===== src/rtl/rmw_sequencer_pkg.sv =====
// Shared ALU operation encodings used by rmw_sequencer and the neighbouring alu block.
package rmw_sequencer_pkg;

    localparam logic [2:0] ALU_NOP = 3'd0;
    localparam logic [2:0] ALU_ASL = 3'd1;

endpackage


===== src/rtl/rmw_sequencer.sv =====
// Read-modify-write sequencer for the 6502 ASL family (accumulator, zero page, absolute).
// The ALU lives outside; this block only steers operands and latches its combinational result.
module rmw_sequencer
    import rmw_sequencer_pkg::*;
(
    input  logic        clk,
    input  logic        rst,
    input  logic        instr_valid,
    input  logic [7:0]  instr_opcode,
    input  logic [7:0]  instr_lo,
    input  logic [7:0]  instr_hi,
    output logic        instr_ready,
    output logic [2:0]  alu_op,
    output logic [7:0]  alu_a,
    output logic [7:0]  alu_b,
    input  logic [7:0]  alu_result,
    output logic [15:0] mem_addr,
    output logic        mem_re,
    output logic        mem_we,
    output logic [7:0]  mem_wdata,
    input  logic [7:0]  mem_rdata,
    output logic [7:0]  acc,
    output logic        flag_c,
    output logic        flag_z,
    output logic        flag_n,
    output logic        done,
    output logic        illegal
);

    localparam logic [2:0] S_IDLE   = 3'd0;
    localparam logic [2:0] S_EXEC   = 3'd1;
    localparam logic [2:0] S_READ   = 3'd2;
    localparam logic [2:0] S_WAIT   = 3'd3;
    localparam logic [2:0] S_MODIFY = 3'd4;
    localparam logic [2:0] S_WRITE  = 3'd5;
    localparam logic [2:0] S_DONE   = 3'd6;

    localparam logic [7:0] OP_ASL_A   = 8'h0A;
    localparam logic [7:0] OP_ASL_ZP  = 8'h06;
    localparam logic [7:0] OP_ASL_ABS = 8'h0E;

    logic [2:0]  state;
    logic [2:0]  state_nx;
    logic [15:0] addr;
    logic [7:0]  tmp;
    logic [7:0]  res;
    logic        ill;
    logic        accept;

    assign accept = (state == S_IDLE) && instr_valid;

    always_comb begin
        state_nx = state;
        case (state)
            S_IDLE: begin
                if (instr_valid) begin
                    case (instr_opcode)
                        OP_ASL_A:               state_nx = S_EXEC;
                        OP_ASL_ZP, OP_ASL_ABS:  state_nx = S_READ;
                        default:                state_nx = S_DONE;
                    endcase
                end
            end
            S_EXEC:   state_nx = S_DONE;
            S_READ:   state_nx = S_WAIT;
            S_WAIT:   state_nx = S_MODIFY;
            S_MODIFY: state_nx = S_WRITE;
            S_WRITE:  state_nx = S_DONE;
            S_DONE:   state_nx = S_IDLE;
            default:  state_nx = S_IDLE;
        endcase
    end

    always_ff @(posedge clk) begin
        if (rst) begin
            state  <= S_IDLE;
            addr   <= 16'h0000;
            tmp    <= 8'h00;
            res    <= 8'h00;
            ill    <= 1'b0;
            acc    <= 8'h00;
            flag_c <= 1'b0;
            flag_z <= 1'b0;
            flag_n <= 1'b0;
        end else begin
            state <= state_nx;
            if (accept) begin
                // Plain concatenation: a zero-page operand never carries into the high byte.
                addr <= (instr_opcode == OP_ASL_ZP) ? {8'h00, instr_lo} : {instr_hi, instr_lo};
                ill  <= !((instr_opcode == OP_ASL_A) || (instr_opcode == OP_ASL_ZP) ||
                          (instr_opcode == OP_ASL_ABS));
            end
            case (state)
                S_EXEC: begin
                    acc    <= alu_result;
                    flag_c <= acc[7];
                    flag_z <= (alu_result == 8'h00);
                    flag_n <= alu_result[7];
                end
                S_WAIT: tmp <= mem_rdata;
                S_MODIFY: begin
                    res    <= alu_result;
                    flag_c <= tmp[7];
                    flag_z <= (alu_result == 8'h00);
                    flag_n <= alu_result[7];
                end
                default: ;
            endcase
        end
    end

    // Strobes are gated by rst so a reset landing in WRITE or DONE suppresses the write and the pulse.
    assign instr_ready = (state == S_IDLE);
    assign done        = (state == S_DONE) && !rst;
    assign illegal     = done && ill;
    assign mem_re      = (state == S_READ) && !rst;
    assign mem_we      = (state == S_WRITE) && !rst;
    assign mem_addr    = (mem_re || mem_we) ? addr : 16'h0000;
    assign mem_wdata   = mem_we ? res : 8'h00;
    assign alu_op      = (!rst && ((state == S_EXEC) || (state == S_MODIFY))) ? ALU_ASL : ALU_NOP;
    assign alu_a       = (state == S_EXEC) ? acc : ((state == S_MODIFY) ? tmp : 8'h00);
    assign alu_b       = 8'h00;

endmodule


===== config.mk =====
export PLATFORM = sky130hd
export DESIGN_NAME = rmw_sequencer
export DESIGN_NICKNAME = d
export VERILOG_FILES = /design/src/rtl/rmw_sequencer_pkg.sv /design/src/rtl/rmw_sequencer.sv
export SDC_FILE = /design/constraint.sdc
export NUM_CORES = 1
export LEC_CHECK = 0
export CAP_MARGIN = 20
export CORE_ASPECT_RATIO = 1.25
export CORE_UTILIZATION = 42
export DETAILED_ROUTE_END_ITERATION = 7
export PLACE_DENSITY_LB_ADDON = 0.3
export SKIP_LAST_GASP = 1
export SLEW_MARGIN = 25
export SYNTH_ARGS = -nofsm -noshare
export SYNTH_HDL_FRONTEND = slang
export SYNTH_SLANG_ARGS = --single-unit

===== constraint.sdc =====
create_clock -name clk -period 2.3 [get_ports clk]
set_input_delay 0.46 -clock clk [delete_from_list [all_inputs] [get_ports clk]]
set_output_delay 0.46 -clock clk [all_outputs]
set_load 0.05 [all_outputs]

==> impl_results.md <==
* Final instance area at about 0.0037 mm^2
* RSZ-0062 raised after global routing: no
* Share of post-route cells with drive strength above 1 at between 10% and 20%
* Hold Crit Start: addr[2]
* Yosys warns at 0
* Tmin final at between 2000 and 2500 ps
* Aggregate global routing overflow at 0
* CP endpoint kind: output port
* Clock power share at 22.8%
* Worst setup margin at 101 ps
* Fillers at 393
* Int Pwr at 1.54 mW
* Crit-path cells: or3b_1, a21oi_2, buf_12, and2_1, buf_12
* CP required at 1840 ps
* Place WS at 27.8 ps
* Synth unique cells at 43
* CP Data Arrival Time at 1740 ps
* WP buf/inv at 2
* Die ar. at 0.00566 mm^2
* Clk_skew at between 3 and 4 ps
* Slew Limit Fails at 0
* Gate power share at 36.5%
* Most used cell, CP: buf_12
* Final hold violation count at 0
* Count of boundary I/O pins at 102
* Area delta synth->final at 64.7%
* Crit-path leading delay family: simple AND/OR/NAND/NOR gates
* Post-synth EDFFs at 0
* # setup viols final at 0
* Hold Crit Class: reg2reg
* FFs w/ async S/R, synth at 0%
* DRC violations left at 0
* Cell area after placement at 0.00360 mm^2
* Row Count at 29
* DR iter-0 viols at 141
* All-layer global routing usage at 21.8%
* CTS tree: built
* Initial antenna violation count at 0
* Synthesized netlist cell count at 276
* Via count at between 2000 and 2500
* Core area at slightly above 0.005 mm^2
* CTS Buf Count at 5
* Vias in the first global route at 2150
* Hold_buf cts at 0
* Max Root-Sink Buffers at 2
* DIE HEIGHT at roughly 84 um
* Antenna-violating nets left at 0
* Final period util at 95.6%
* Slowest CP cell: or3b_1
* # H-tree levels at 2
* PortBufs at 91
* Max FO, Critical Path at 16
* Final Net Count at about 410
* R2r setup slk at 560 ps
* Die X at just under 70 um
* Sequential Power Share at 40.7%
* F_max at 455 MHz
* Antenna Cells at 0
* Placed Cells at 423
* Initial Utilization at 44.0%
* Post-Syn Area at between 0.002 and 0.0025 mm^2
* CP Launch Type: register
* Setup TNS at 0 ps
* CTS root buf: clkbuf_8
* Clock latency on the worst-skew pair at 300 ps
* Average vias per placed instance at approximately 5.1
* Post-synthesis sequential area ratio at 41.8%
* Wire per inst at about 13 um
* Cells on worst reg2reg path at 4
* CTS Sinks at between 40 and 50
* Pwr/cell area at 639 mW/mm^2
* Largest net degree at the start of global routing at 28
* Max-Cap Viols at 0
* DP HPWL at roughly 4300 um
* Worst-path clk slew at 80 ps
* Mean area per synthesized cell at 8.16 um^2
* Reg-to-reg endpoint: addr[15]
* Least-Margin Pin Slew at 580 ps
* Gpl congestion at 0.766
* Fin util at 72.5%
* Psw at between 0.8 and 0.9 mW
* DR pass1 iterations at 4
* Run status: finished clean
* IR drop worst, VDD at 0.000385 V
* FF+latch count, synth at 47
* Synth Flop Type: dfxtp_1
* First-pass GRT wire length at about 9500 um
* PnR Total Power at 2.37 mW
* Slew headroom at between 60% and 70%
* Crit path largest cell delay at 420 ps
* Worst hold endpoint: addr[2]
* Final hold slack at 452 ps
* Worst R2R Start: state[2]
* Critical path class: reg2out
* Net Sw Frac at 34.9%
* WL final at 5720 um
* Hold Crit Depth at 2
* Cell leakage power at 1.48 nW
* Most frequent cells in the layout: nand2_1 (52), clkdlybuf4s50_1 (52), dfxtp_1 (45), buf_12 (38), a21oi_1 (26)
* Layout Cells excl Fill at between 400 and 500
## sequential cells by signal (all words and copies together) (netlist names)
name,cells
state,3
addr,16
flag_c,1
ill,1
tmp,8
res,8
acc,8
flag_n,1
flag_z,1
## timing repair
item,CTS,global route
setup buffers,0,0
gates resized for setup,0,5
endpoints found under the setup margin,0,32
## metal layers
metal  GRT usage, %  share of wire, %  up-vias
li1               -                 -     1097
met1           23.3                38     1005
met2           38.4                52       95
met3           6.28               7.1       11
met4           8.32               2.1        0
met5              0                 0        -
## kinds of logic after synthesis
group                  Yosys count  synth area share (%)
AO/OA/AOI/OAI                   53                  14.2
XOR/XNOR                         1                 0.389
buffers and inverters           35                  8.83
flip-flops                      47                  41.8
multiplexers                     8                  3.56
other                            1                 0.167
AND/OR/NAND/NOR                131                  31.1
## power groups by stage
stage	Combinational, mW	Sequential, mW	Clock (mW)
3_3_place_gp	0.851	0.978	0
6_report	0.865	0.966	0.541
2_1_floorplan	0.512	1.01	0
4_1_cts	0.867	0.964	0.552
5_1_grt	0.929	0.980	0.593
3_5_place_dp	0.863	0.982	0
## synthesized netlist by cell type (all sizes together), types with 2 or more instances
cell / count / share of area [%]
or3b: 3 / 1.2
mux2i: 8 / 3.6
inv: 2 / 0.33
and2: 25 / 6.9
nor2: 13 / 2.2
nor3: 4 / 0.89
o21a: 2 / 0.67
a21oi: 27 / 6.2
a22o: 7 / 2.7
nor4b: 2 / 1.4
nor3b: 3 / 1.4
or4: 3 / 1.0
dfxtp: 47 / 42
o21ai: 10 / 2.2
or4b: 3 / 1.3
nand2: 52 / 8.7
nand3: 16 / 3.6
buf: 23 / 6.8
clkbuf: 9 / 1.6
nand3b: 3 / 1.0
## worst reg2reg max path: stages, from the launching register on
cell     delay [ps]
dfxtp_2         370
buf_4           190
or4b_1          800
nand3_1         190
o21ai_1          80
## worst max-delay path by stage
stage | from | end | slack, ps | depth (start not counted)
after floorplan | state[0] | illegal | -0.5 | 4
final | state[2] | mem_addr[7] | 100 | 5
after CTS | rst | mem_wdata[2] | 10 | 5
after global placement | rst | mem_wdata[2] | 70 | 5
after global routing | state[2] | mem_addr[4] | 20 | 5
after detailed placement | rst | mem_wdata[5] | 30 | 5
## layout make-up
type                            count  area [um^2]  share of cell area (%)
Multi-Input combinational cell    203         1160                    31.2
Sequential cell                    47          943                    25.4
Inverter                            3         11.3                   0.304
Clock buffer                        8          100                    2.70
Timing Repair Buffer              108         1420                    38.3
Tap cell                           62         77.6                    2.09
No activity file was read; power rests on OpenSTA's default activity.
